`config.mk`:
```
export PLATFORM = sky130hd
export DESIGN_NAME = vga_scan_engine
export DESIGN_NICKNAME = d
export VERILOG_FILES = /design/src/rtl/vga_scan_engine.sv
export SDC_FILE = /design/constraint.sdc
export NUM_CORES = 1
export LEC_CHECK = 0
export CORE_MARGIN = 2
export CORE_UTILIZATION = 47
export CTS_CLUSTER_DIAMETER = 40
export DETAILED_ROUTE_END_ITERATION = 12
export PLACE_DENSITY_LB_ADDON = 0.3
export SLEW_MARGIN = 20
export SYNTH_ARGS = -nofsm -noshare
export SYNTH_HDL_FRONTEND = slang
export SYNTH_SLANG_ARGS = --single-unit
```
`constraint.sdc`:
```
create_clock -name clk -period 3 [get_ports clk]
set_clock_uncertainty 0.15 [all_clocks]
set_input_delay 0.6 -clock clk [delete_from_list [all_inputs] [get_ports clk]]
set_output_delay 0.6 -clock clk [all_outputs]
set_load 0.005 [all_outputs]
```
`src/rtl/vga_scan_engine.sv`:
```
// VGA timing/address generator with grayscale-to-RGB expansion, gated until the halt word is seen.
// Outputs lag the counters by one pixel tick; free-running, no backpressure. TEST_PATTERN_EN adds colour bars.
module vga_scan_engine #(
   parameter int          CLK_DIV   = 2,
   parameter int          H_ACTIVE  = 640,
   parameter int          H_FP      = 16,
   parameter int          H_SYNC    = 96,
   parameter int          H_BP      = 48,
   parameter int          V_ACTIVE  = 480,
   parameter int          V_FP      = 10,
   parameter int          V_SYNC    = 2,
   parameter int          V_BP      = 33,
   parameter int          ADDR_W    = 19,
   parameter logic [31:0] HALT_WORD = 32'h9EFFFFFE
) (
   input  logic              clk,
   input  logic              reset,
   input  logic [31:0]       instr,
   input  logic [7:0]        byte_in,
`ifdef TEST_PATTERN_EN
   input  logic              test_mode,
`endif
   output logic [ADDR_W-1:0] adr_byte,
   output logic              vga_clock,
   output logic              vga_hs,
   output logic              vga_vs,
   output logic              vga_blank,
   output logic [7:0]        r_out,
   output logic [7:0]        g_out,
   output logic [7:0]        b_out,
   output logic              frame_start,
   output logic              bandera
);

   localparam int H_TOTAL = H_ACTIVE + H_FP + H_SYNC + H_BP;
   localparam int V_TOTAL = V_ACTIVE + V_FP + V_SYNC + V_BP;
   localparam int DW      = $clog2(CLK_DIV);
   localparam int HW      = $clog2(H_TOTAL);
   localparam int VW      = $clog2(V_TOTAL);

   localparam logic [DW-1:0]     DIV_LAST = DW'(CLK_DIV - 1);
   localparam logic [DW-1:0]     DIV_HALF = DW'(CLK_DIV / 2);
   localparam logic [HW-1:0]     H_LAST   = HW'(H_TOTAL - 1);
   localparam logic [HW-1:0]     H_ACT    = HW'(H_ACTIVE);
   localparam logic [HW-1:0]     HS_BEG   = HW'(H_ACTIVE + H_FP);
   localparam logic [HW-1:0]     HS_END   = HW'(H_ACTIVE + H_FP + H_SYNC);
   localparam logic [VW-1:0]     V_LAST   = VW'(V_TOTAL - 1);
   localparam logic [VW-1:0]     V_ACT    = VW'(V_ACTIVE);
   localparam logic [VW-1:0]     VS_BEG   = VW'(V_ACTIVE + V_FP);
   localparam logic [VW-1:0]     VS_END   = VW'(V_ACTIVE + V_FP + V_SYNC);
   localparam logic [ADDR_W-1:0] PIX_LAST = ADDR_W'(H_ACTIVE * V_ACTIVE - 1);

   typedef enum logic [1:0] {WAIT, ARMED, SHOW} state_t;

   state_t            state, state_nxt;
   logic [DW-1:0]     div_cnt;
   logic [HW-1:0]     h_cnt;
   logic [VW-1:0]     v_cnt;
   logic [ADDR_W-1:0] addr;
   logic              tick, h_wrap, v_wrap, frame_wrap;
   logic              active, hs_raw, vs_raw, halt_seen;
   logic [7:0]        pix_r, pix_g, pix_b;

   assign tick       = (div_cnt == DIV_LAST);
   assign h_wrap     = (h_cnt == H_LAST);
   assign v_wrap     = (v_cnt == V_LAST);
   assign frame_wrap = tick && h_wrap && v_wrap;
   assign active     = (h_cnt < H_ACT) && (v_cnt < V_ACT);
   assign hs_raw     = !((h_cnt >= HS_BEG) && (h_cnt < HS_END));
   assign vs_raw     = !((v_cnt >= VS_BEG) && (v_cnt < VS_END));
   assign halt_seen  = (instr == HALT_WORD);
   assign adr_byte   = addr;

   always_ff @(posedge clk or negedge reset) begin
      if (!reset) begin
         div_cnt   <= '0;
         vga_clock <= 1'b0;
      end else begin
         div_cnt   <= tick ? '0 : div_cnt + 1'b1;
         vga_clock <= (div_cnt < DIV_HALF);
      end
   end

   always_ff @(posedge clk or negedge reset) begin
      if (!reset) begin
         h_cnt <= '0;
         v_cnt <= '0;
      end else if (tick) begin
         if (h_wrap) begin
            h_cnt <= '0;
            v_cnt <= v_wrap ? '0 : v_cnt + 1'b1;
         end else begin
            h_cnt <= h_cnt + 1'b1;
         end
      end
   end

   // Address tracks the pixel under the counters; it parks on the last pixel through blanking.
   always_ff @(posedge clk or negedge reset) begin
      if (!reset) begin
         addr <= '0;
      end else if (frame_wrap) begin
         addr <= '0;
      end else if (tick && active && (addr != PIX_LAST)) begin
         addr <= addr + 1'b1;
      end
   end

`ifdef TEST_PATTERN_EN
   localparam int             BAR_W    = (H_ACTIVE / 8 > 0) ? H_ACTIVE / 8 : 1;
   localparam int             BW       = (BAR_W > 1) ? $clog2(BAR_W) : 1;
   localparam logic [BW-1:0]  BAR_LAST = BW'(BAR_W - 1);

   logic [BW-1:0] bar_cnt;
   logic [2:0]    bar_idx;

   always_ff @(posedge clk or negedge reset) begin
      if (!reset) begin
         bar_cnt <= '0;
         bar_idx <= '0;
      end else if (tick) begin
         if (h_wrap) begin
            bar_cnt <= '0;
            bar_idx <= '0;
         end else if (h_cnt < H_ACT) begin
            if (bar_cnt == BAR_LAST) begin
               bar_cnt <= '0;
               bar_idx <= bar_idx + 1'b1;
            end else begin
               bar_cnt <= bar_cnt + 1'b1;
            end
         end
      end
   end
`endif

   // Bar order white..black maps each channel onto one inverted bit of the bar index.
   always_comb begin
      pix_r = byte_in;
      pix_g = byte_in;
      pix_b = byte_in;
`ifdef TEST_PATTERN_EN
      if (test_mode) begin
         pix_r = {8{~bar_idx[1]}};
         pix_g = {8{~bar_idx[2]}};
         pix_b = {8{~bar_idx[0]}};
      end
`endif
   end

   always_ff @(posedge clk or negedge reset) begin
      if (!reset) begin
         vga_hs    <= 1'b1;
         vga_vs    <= 1'b1;
         vga_blank <= 1'b0;
         r_out     <= '0;
         g_out     <= '0;
         b_out     <= '0;
      end else if (tick) begin
         vga_hs    <= hs_raw;
         vga_vs    <= vs_raw;
         vga_blank <= active;
         if ((state == SHOW) && active) begin
            r_out <= pix_r;
            g_out <= pix_g;
            b_out <= pix_b;
         end else begin
            r_out <= '0;
            g_out <= '0;
            b_out <= '0;
         end
      end
   end

   always_ff @(posedge clk or negedge reset) begin
      if (!reset) begin
         frame_start <= 1'b0;
         bandera     <= 1'b0;
         state       <= WAIT;
      end else begin
         frame_start <= frame_wrap;
         if (halt_seen) bandera <= 1'b1;
         state <= state_nxt;
      end
   end

   // A halt on the boundary tick only arms, so display never starts mid-frame.
   always_comb begin
      state_nxt = state;
      case (state)
         WAIT:    if (halt_seen)  state_nxt = ARMED;
         ARMED:   if (frame_wrap) state_nxt = SHOW;
         SHOW:    state_nxt = SHOW;
         default: state_nxt = WAIT;
      endcase
   end

endmodule

```
## Word level (Yosys, flattened, before mapping)

Cells that the tools add are included.

| storage, ports and cells | value |
|---|---|
| output and inout bits | 49 |
| input bits | 42 |
| word-level logic and storage cells | 54 |
| register bits after elaboration | 56 |

| operators by class | value |
|---|---|
| mux-type cells | 9 |
| eq/ne operators | 8 |
| $lt $le $gt $ge | 7 |
| $add $sub $neg | 4 |
| reduce and logical (&&, ||, !) cells | 14 |

Operators by type and width:

| kind | number |
|---|---|
| two-way mux 19 bit | 2 |
| equality test 32 bit, second input constant | 1 |
| adder 10 x 1 -> 10 bit, second input constant | 2 |
| equality test 10 bit, second input constant | 2 |
| less-than comparator 10 bit, second input constant | 2 |
| less-than comparator 10 x 9 -> 1 bit, second input constant | 2 |
| two-way mux 10 bit | 2 |
| adder 19 x 1 -> 19 bit, second input constant | 1 |
| != test 19 bit, second input constant | 1 |
| >= comparator 10 bit, second input constant | 1 |
| >= comparator 10 x 9 -> 1 bit, second input constant | 1 |
| logical AND 1 bit | 8 |
| two-way mux 8 bit | 1 |
| case mux 2 bit (3 select lines) | 1 |
| two-way mux 2 bit | 2 |
| != test 2 bit, second input constant | 2 |
| AND reduction 2 bit | 2 |
| equality test 2 x 1 -> 1 bit, second input constant | 1 |
| equality test 2 bit, second input constant | 1 |
| zero test 1 bit | 2 |
| zero test 2 bit | 1 |
| nonzero test 2 bit | 1 |
| adder 1 bit, second input constant | 1 |
| less-than comparator 1 bit, second input constant | 1 |
| two-way mux 1 bit | 1 |

## Logic depth before layout (Yosys ltp)

Gate-level depths: netlist of run 1.

| depth | value |
|---|---|
| depth in word-level cells | 6 |
| mapped depth | 9 |
| gate-level depth less buffers | 8 |

## Least setup slack after synthesis of run 1

No wires, ideal clock.

| timing path | value |
|---|---|
| path type | reg2reg |
| start point | register v_cnt[1] |
| end point | register state[1] |
| cell stages (with the launch flop) | 8 |
| setup time | 0.128 ns |
| setup slack | 0.682 ns |
| arrival | 2.040 ns |
| path buffers | 0 |
| required time | 2.722 ns |
| period minus slack after synthesis | 2.318 ns |
| path through | dfrtp_1 -> inv_1 -> ha_1 -> or4b_4 -> nor4_4 -> nand2_4 -> a22oi_1 -> mux2_1 |

| between the ends | value |
|---|---|
| cells in the longest elaborated chain, start to end | 4 |

RTL lines:

| item | line | source |
|---|---|---|
| start, declared | 58 | `logic [VW-1:0] v_cnt;` |
| start signal, assigned | 91 | `v_cnt <= v_wrap ? '0 : v_cnt + 1'b1;` |
| equality test 10 bit | 66 | `assign v_wrap = (v_cnt == V_LAST);` |
| logical AND 1 bit | 67 | `assign frame_wrap = tick && h_wrap && v_wrap;` |
| != test 2 bit (no source line) | n/a |  |
| AND reduction 2 bit (no source line) | n/a |  |
| end signal, assigned | 183 | `state <= state_nxt;` |
| end, declared | 55 | `state_t state, state_nxt;` |

No other way between the ends.
A chain may end at the register's enable or synchronous reset.

## Worst setup path in the final report of run 1

| timing path | value |
|---|---|
| start point | register v_cnt[1] |
| end point | register addr[13], in the netlist adr_byte[13] |

| between the ends | value |
|---|---|
| cells in the longest elaborated chain, start to end | 5 |
| elaborated cells between the ends (all ways) | 8 |
| those cells by class | order compare: 1; eq/ne: 1; mux: 1; reduce/logical: 5 |

RTL lines:

| item | line | source |
|---|---|---|
| less-than comparator 10 x 9 -> 1 bit | 68 | `assign active = (h_cnt < H_ACT) && (v_cnt < V_ACT);` |
| logical AND 1 bit | 68 |  |
| logical AND 1 bit (2 in series) | 104 | `end else if (tick && active && (addr != PIX_LAST)) begin` |
| nonzero test 2 bit (no source line) | n/a |  |
| end signal, assigned | 105 | `addr <= addr + 1'b1;` |
| end, declared | 59 | `logic [ADDR_W-1:0] addr;` |

Parallel ways exist; a longest one is shown, timed or not.

==> results of run 1 <==
## worst max-delay path, cell delays in order (launching register included)
cell	delay [ns]
dfrtp_1	0.43
inv_1	0.09
ha_1	0.15
or4b_4	0.47
nor4_4	0.32
nand2_4	0.17
clkinv_2	0.19
nor2_2	0.07
a221o_1	0.35
## layout make-up
cell class | count | area [um2] | share of cell area, %
Sequential cell | 55 | 1380 | 35.2
Multi-Input combinational cell | 208 | 1350 | 34.3
Timing Repair Buffer | 95 | 933 | 23.8
Tap cell | 75 | 93.8 | 2.39
Clock buffer | 6 | 82.6 | 2.11
Inverter | 13 | 50.0 | 1.28
Clock inverter | 2 | 35.0 | 0.894
## flip-flops by register name (all words and copies together) (netlist names)
signal,flops
adr_byte,19
b_out,8
bandera,1
div_cnt,1
frame_start,1
h_cnt,10
state,2
v_cnt,10
vga_blank,1
vga_hs,1
vga_vs,1
## where the power goes
part,internal [mW],total (mW),switching [mW]
clock network,0.270,0.508,0.237
logic,0.0482,0.0704,0.0223
registers,0.741,0.741,0.000000000237
## per-stage QoR
| step | hold slack, ns | power (mW) | instance area [um2] | worst slack (ns) | std cells |
|---|---|---|---|---|---|
| after global placement | 0.311 | 0.826 | 3800 | 0.611 | 446 |
| after CTS | 0.283 | 1.34 | 3920 | 0.510 | 454 |
| final | 0.251 | 1.32 | 3920 | 0.512 | 454 |
| after global routing | 0.312 | 1.37 | 3920 | 0.371 | 454 |
| after floorplan | 0.154 | 0.758 | 2940 | 0.682 | 301 |
| after detailed placement | 0.311 | 0.828 | 3800 | 0.569 | 446 |
## how the worst min path moves through the flow
stage	from	to	cells past startpoint	slack, ns
after global placement	bandera	bandera	1	0.31
after detailed placement	bandera	bandera	1	0.31
after CTS	reset	h_cnt[1]	2	0.28
after floorplan	reset	adr_byte[0]	0	0.15
after global routing	reset	h_cnt[1]	2	0.31
final	reset	h_cnt[0]	2	0.25
## cell usage after synthesis (2+ instances only)
master and instances:
dfrtp_1 53, nor4_1 7, xor2_1 4, and4_1 2
buf_2 2, a21o_1 2, or4_1 4, mux2i_1 4
nand4_1 17, a22o_1 8, o31ai_1 4, a21oi_1 12
inv_1 11, nor2_1 18, buf_4 17, and3_1 9
nand3_1 13, nor3_1 5, nand2_1 29, ha_1 8
o21ai_0 20, dfstp_2 2, nand2b_1 4, clkbuf_1 5
nand4b_1 4, xnor2_1 10, nor4b_1 2, or3_1 3
## cell families after synthesis
group | share of synthesized area, %
simple gates | 24.4
buf+inv | 7.40
flops | 46.9
fa+ha+maj | 3.40
compound gates | 11.6
mux | 2.13
xor+xnor | 4.17
## per-layer routing
layer	GRT usage (%)	vias to the layer above	share of wire (%)
li1	-	1235	-
met1	26.1	1198	45
met2	32.8	100	48
met3	3.98	10	5.8
met4	5.37	0	1.2
met5	0	-	0
==> metrics, run 1 <==
Syn Nets=351; Slew HR=54.3%; CTS buffer count=5; GR Overflow Total=0; Clk Latency, worst-skew pair=0.31 ns; synth warn=0; Core Footprint=5990 um2; unrepaired setup endpoints after global routing=no; Main synth FF type=dfrtp_1; pin count of the biggest net entering global routing=56; layout cell share with drive strength beyond 1=6.33%; ys async rst share=100%; crit path max fanout=13; Max Slew Vio Count=0; Register-to-Register Path Depth=8; GP Congestion=0.882; reg-to-reg endpoint=adr_byte[13]; Setup crit start kind=flop; r2r setup slk=0.51 ns; register bit count reported by yosys=55; drc violations=0; Rows=28; NumNets Final=428; initial core utilization=49.1%; final hold viol count=0; run status=completed; die outline width=83.1 um; Worst Setup End Kind=flop; PortBufs=90; pwr/cell area=337 nW/um2; Post-Syn Instances=301; DR vias=2543; crit share post-route=82.9%; RR Startpoint=v_cnt[1]; Tightest Pin Transition=0.686 ns; Fillers=461; dpl hpwl=4800 um; worst-case clock buffer depth=2; MaxCap Viol Count=0; Ant. Diodes=0; Critical Path End=adr_byte[13]; Initial DRT Pass Iterations=4; syn avg cell area=9.77 um2; setup violators final=0; Post-synth EDFFs=0; antenna violations before repair=0; final design utilization=65.4%; post-layout min period=2.49 ns; post-synth top area share=45.1%; Detail Route Antenna Nets=0; CTS Root Cell=clkbuf_8; commonest non-fill, non-tap cells in the layout=clkdlybuf4s50_1, dfrtp_1, nand2_1; Max IR drop VDD=0.000194 V; Worst setup startpoint=v_cnt[1]; Clock Sinks=55; Synth cell types=50; Post-CTS Repair Setup Buffers=0; setup TNS=0 ns; top cells by area, synth=dfrtp_1, buf_4, nand2_1; cell taking the most area after synthesis=dfrtp_1; CTS tree=yes; CP Class=reg -> reg; post-synthesis sequential area ratio=46.9%; commonest non-fill, non-tap cell in the layout=clkdlybuf4s50_1; Worst EP arrival=2.54 ns; H-tree depth=2; Vias per Instance=5.60; PostCTS Resize Cnt=0; die area=6910 um2; Mapped Area=2940 um2; GRT Total Usage=19.7%; Detailed Route Iter0 Violations=222; first-pass GRT wire length=11300 um; Leak=1.67 nW; Worst EP required=3.05 ns; Worst-path clk slew=0.10 ns; Ports=91; Routed WL per cell=14.5 um; HP Class=in -> async; Die Height=83.1 um; P&R area growth vs syn=33.2%; number of global-route vias before repair=2365; final wirelength=6600 um; FMAX=402 MHz; Post-CTS Hold Buffers=0
Power figures use the tool's default switching activity.
==> inputs of run 2 (changes only) <==
==> constraint.sdc (replaced) <==
create_clock -name clk -period 2.59 [get_ports clk]
set_clock_uncertainty 0.15 [all_clocks]
set_input_delay 0.518 -clock clk [delete_from_list [all_inputs] [get_ports clk]]
set_output_delay 0.518 -clock clk [all_outputs]
set_load 0.005 [all_outputs]
==> metrics, run 2 (synthesized netlist as in run 1, its figures left out) <==
run status=completed; Worst EP required=2.63 ns; Initial DRT Pass Iterations=4; drc violations=0; P&R area growth vs syn=33.3%; HP Class=in -> async; Net Sw Frac=20.2%; Largest register FFs=19; Clk Latency, worst-skew pair=0.30 ns; CP max stage delay=0.46 ns; Post-CTS Repair Setup Buffers=0; Die Height=83.1 um; unrepaired setup endpoints after global routing=no; Net Switching=0.294 mW; Detail Route Antenna Nets=0; slowest stage cell, crit path=or4b_4; Rows=28; CP Cell Sequence=inv_1 > ha_1 > or4b_4 > nor4_4 > nand2_4 > clkinv_2 > nor2_2 > a221o_1; layout cell share with drive strength beyond 1=6.82%; setup TNS=0 ns; clock power share=35.2%; Max Slew Vio Count=0; dpl hpwl=5040 um; die outline width=83.1 um; Ports=91; first-pass GRT wire length=11800 um; Vias per Instance=5.74; sequential power share=59.1%; Detailed Route Iter0 Violations=228; post-layout min period=2.46 ns; met2 routed WL=3290 um; number of global-route vias before repair=2612; pin count of the biggest net entering global routing=22; Routed WL per cell=14.5 um; final hold viol count=0; commonest non-fill, non-tap cells in the layout=clkdlybuf4s50_1, dfrtp_1, nand2_1; DR vias=2618; antenna violations before repair=0; Met1 Routed Length=2800 um; GP Congestion=0.892; pwr/cell area=370 nW/um2; GR Overflow Total=0; CP Class=reg -> reg; NumNets Final=430; FMAX=406 MHz; PostCTS Resize Cnt=0; Hold Slack=0.00590 ns; Setup crit start kind=flop; crit share post-route=95.2%; Fillers=481; worst-case clock buffer depth=2; routed wl met3=408 um; combinational power share=5.7%; Worst Setup End Kind=flop; Max IR drop VDD=0.000205 V; setup violators final=0; CTS buffer count=5; Post-CTS Hold Buffers=0; top layer in use=met4; GRT Total Usage=20.3%; CTS Root Cell=clkbuf_8; Ant. Diodes=0; MaxCap Viol Count=0; Worst EP arrival=2.51 ns; initial core utilization=49.1%; Tightest Pin Transition=0.560 ns; H-tree depth=2; Slew HR=62.5%; crit path max fanout=13; die area=6910 um2; CTS tree=yes; Leak=1.66 nW; Worst-path clk slew=0.09 ns; PortBufs=90; final wirelength=6610 um; Pint=1.16 mW; Core Footprint=5990 um2; Clock Sinks=55; commonest non-fill, non-tap cell in the layout=clkdlybuf4s50_1
[run 2: per-layer routing]
metal  track usage, %  vias up
li1                 -     1237
met1             25.0     1273
met2             34.8       99
met3             4.97        9
met4             6.86        0
met5                0        -
[run 2: area by class of cell]
cell class / instances / area (um2) / area share (%)
Sequential cell: 55 / 1380 / 35.2
Multi-Input combinational cell: 208 / 1350 / 34.3
Timing Repair Buffer: 97 / 948 / 24.2
Clock buffer: 7 / 96.3 / 2.46
Tap cell: 75 / 93.8 / 2.39
Inverter: 13 / 50.0 / 1.28
Clock inverter: 1 / 7.51 / 0.192
[run 2: metrics by stage]
step / util, % / setup slack (ns) / cell area (um2) / std cells / power [mW]
after floorplan: - / 0.272 / 2940 / 301 / 0.878
after global placement: 63.7 / 0.198 / 3820 / 448 / 0.958
after detailed placement: 63.7 / 0.149 / 3820 / 448 / 0.960
after CTS: 65.4 / 0.124 / 3920 / 456 / 1.48
after global routing: 65.4 / 0.00240 / 3920 / 456 / 1.51
final: 65.4 / 0.125 / 3920 / 456 / 1.45
[run 2: path summary, 6_finish.rpt]
| path | to | start | slack (ns) | depth (start not counted) |
|---|---|---|---|---|
| setup / recovery | adr_byte[13] | v_cnt[1] | 0.13 | 8 |
| hold / removal | h_cnt[5] | reset | 0.006 | 1 |
| setup reg to reg | adr_byte[13] | v_cnt[1] | 0.13 | 8 |
| hold reg to reg | bandera | bandera | 0.34 | 1 |
| max in group asynchronous | vga_vs | reset | 1.59 | 2 |
| min in group clk | bandera | bandera | 0.34 | 1 |
[run 2: critical path, delay by kind of cell, from the launching register on]
kind	cells	cell delay, ns
AO/OA/AOI/OAI	1	0.35
flip-flops	1	0.43
AND/OR/NAND/NOR	4	1.02
buffers and inverters	2	0.28
adder cells (fa/ha/maj)	1	0.13
[run 2: power by group through the flow]
stage                     logic [mW]  clock network (mW)  registers (mW)
final                         0.0826               0.512           0.858
after global routing          0.0911               0.560           0.858
after CTS                     0.0848               0.534           0.858
after detailed placement      0.0845                   0           0.875
after global placement        0.0830                   0           0.875
after floorplan              0.00294                   0           0.875
==> inputs of run 3 (changes only) <==
--- a/config.mk
+++ b/config.mk
@@ -10,6 +10,7 @@
 export CTS_CLUSTER_DIAMETER = 40
 export DETAILED_ROUTE_END_ITERATION = 12
 export PLACE_DENSITY_LB_ADDON = 0.3
+export SETUP_SLACK_MARGIN = 0.3
 export SLEW_MARGIN = 20
 export SYNTH_ARGS = -nofsm -noshare
 export SYNTH_HDL_FRONTEND = slang
==> metrics, run 3 (synthesized netlist as in run 1, its figures left out) <==
CTS tree=yes; pin count of the biggest net entering global routing=22; final non-filler cell area=3970 um2; Detailed Route Iter0 Violations=219; Largest delay share family, worst path=simple AND/OR/NAND/NOR gates; Register-to-Register Path Depth=8; Placement Cell Area=3820 um2; setup TNS=0 ns; number of global-route vias before repair=2562; HP Class=in -> async; CP Cell Sequence=inv_2 > ha_1 > or4b_4 > nor4_4 > nand2_4 > clkinv_4 > nor2_2 > a221o_1; Multi-input gate area=1360 um2; r2r setup slk=0.39 ns; Vias per Instance=5.64; first-pass GRT wire length=11900 um; Worst-path clk slew=0.10 ns; slowest stage cell, crit path=or4b_4; Clock Sinks=55; antenna violations before repair=0; H-tree depth=2; post-layout min period=2.20 ns; CP max stage delay=0.47 ns; FMAX=455 MHz; Initial DRT Pass Iterations=4; sequential power share=59.1%; GRT Total Usage=20.4%; storage element area=1380 um2; drc violations=0; Slew HR=63.0%; Leak=1.68 nW; CP Depth=8; crit share post-route=84.8%; DR vias=2595; Pint=1.16 mW; NumNets Final=434; pwr/cell area=366 nW/um2; GR Overflow Total=0; setup violators final=0; CP Class=reg -> reg; initial core utilization=49.1%; Max Slew Vio Count=0; Rows=28; RR Startpoint=v_cnt[1]; final wirelength=6780 um; GP Congestion=0.869; combinational power share=5.7%; Net Sw Frac=20.2%; Routed WL per cell=14.7 um; Worst Setup End Kind=flop; PortBufs=90; P&R area growth vs syn=34.9%; die outline width=83.1 um; die area=6910 um2; layout cell share with drive strength beyond 1=8.83%; Hold Slack=0.0216 ns; Ports=91; Largest register FFs=19; Worst EP arrival=2.24 ns; reg-to-reg endpoint=adr_byte[13]; Ant. Diodes=0; crit path max fanout=13; Clk Latency, worst-skew pair=0.30 ns; Post-CTS Hold Buffers=0; Detail Route Antenna Nets=0; Core Footprint=5990 um2; unrepaired setup endpoints after global routing=no; Setup crit start kind=flop; clock power share=35.2%; MaxCap Viol Count=0; Tightest Pin Transition=0.553 ns; Worst EP required=2.63 ns; commonest non-fill, non-tap cell in the layout=clkdlybuf4s50_1; Net Switching=0.293 mW; run status=completed; Fillers=478; worst-case clock buffer depth=2; Max IR drop VDD=0.000403 V; CP Buf/Inv Count=2; final hold viol count=0; CTS buffer count=5; commonest non-fill, non-tap cells in the layout=clkdlybuf4s50_1, dfrtp_1, nand2_1; dpl hpwl=5090 um; Die Height=83.1 um; CTS Root Cell=clkbuf_8
## run 3: area by class of cell
class | instances | area share [%]
Tap cell | 75 | 2.36
Sequential cell | 55 | 34.7
Multi-Input combinational cell | 208 | 34.4
Timing Repair Buffer | 101 | 24.7
Clock buffer | 8 | 2.52
Inverter | 13 | 1.36
## run 3: what timing repair did
| item | CTS | global route |
|---|---|---|
| buffers inserted | 3 | 0 |
| resized for setup | 4 | 3 |
| endpoints found under the setup margin | 2 | 15 |
| pin swaps | 3 | 1 |
| endpoints found under the hold margin | 0 | 0 |
## run 3: worst max path at each step
| stage | from | endpoint |
|---|---|---|
| after detailed placement | instr[1] | state[1] |
| final | v_cnt[1] | adr_byte[13] |
| after global routing | v_cnt[1] | adr_byte[13] |
| after floorplan | v_cnt[1] | state[1] |
| after CTS | v_cnt[1] | state[1] |
| after global placement | instr[0] | state[1] |
## run 3: metrics by stage
step | utilization, % | power, mW | std cells | setup WS (ns)
after floorplan | - | 0.878 | 301 | 0.348
after global placement | 63.8 | 0.957 | 449 | 0.280
after detailed placement | 63.8 | 0.960 | 449 | 0.190
after CTS | 66.1 | 1.47 | 460 | 0.305
after global routing | 66.2 | 1.51 | 460 | 0.304
final | 66.2 | 1.45 | 460 | 0.394
## run 3: power groups by stage
stage	combinational (mW)	sequential, mW	clock [mW]
2_1_floorplan	0.00294	0.875	0
3_3_place_gp	0.0823	0.875	0
3_5_place_dp	0.0846	0.875	0
4_1_cts	0.0849	0.858	0.528
5_1_grt	0.0911	0.858	0.558
6_report	0.0830	0.858	0.511
## run 3: routing by layer
layer / vias up / GRT usage, % / part of all wire [%]
li1: 1251 / - / -
met1: 1239 / 25.5 / 42
met2: 99 / 36.1 / 50
met3: 6 / 4.37 / 6.2
met4: 0 / 5.07 / 1.1
met5: - / 0 / 0
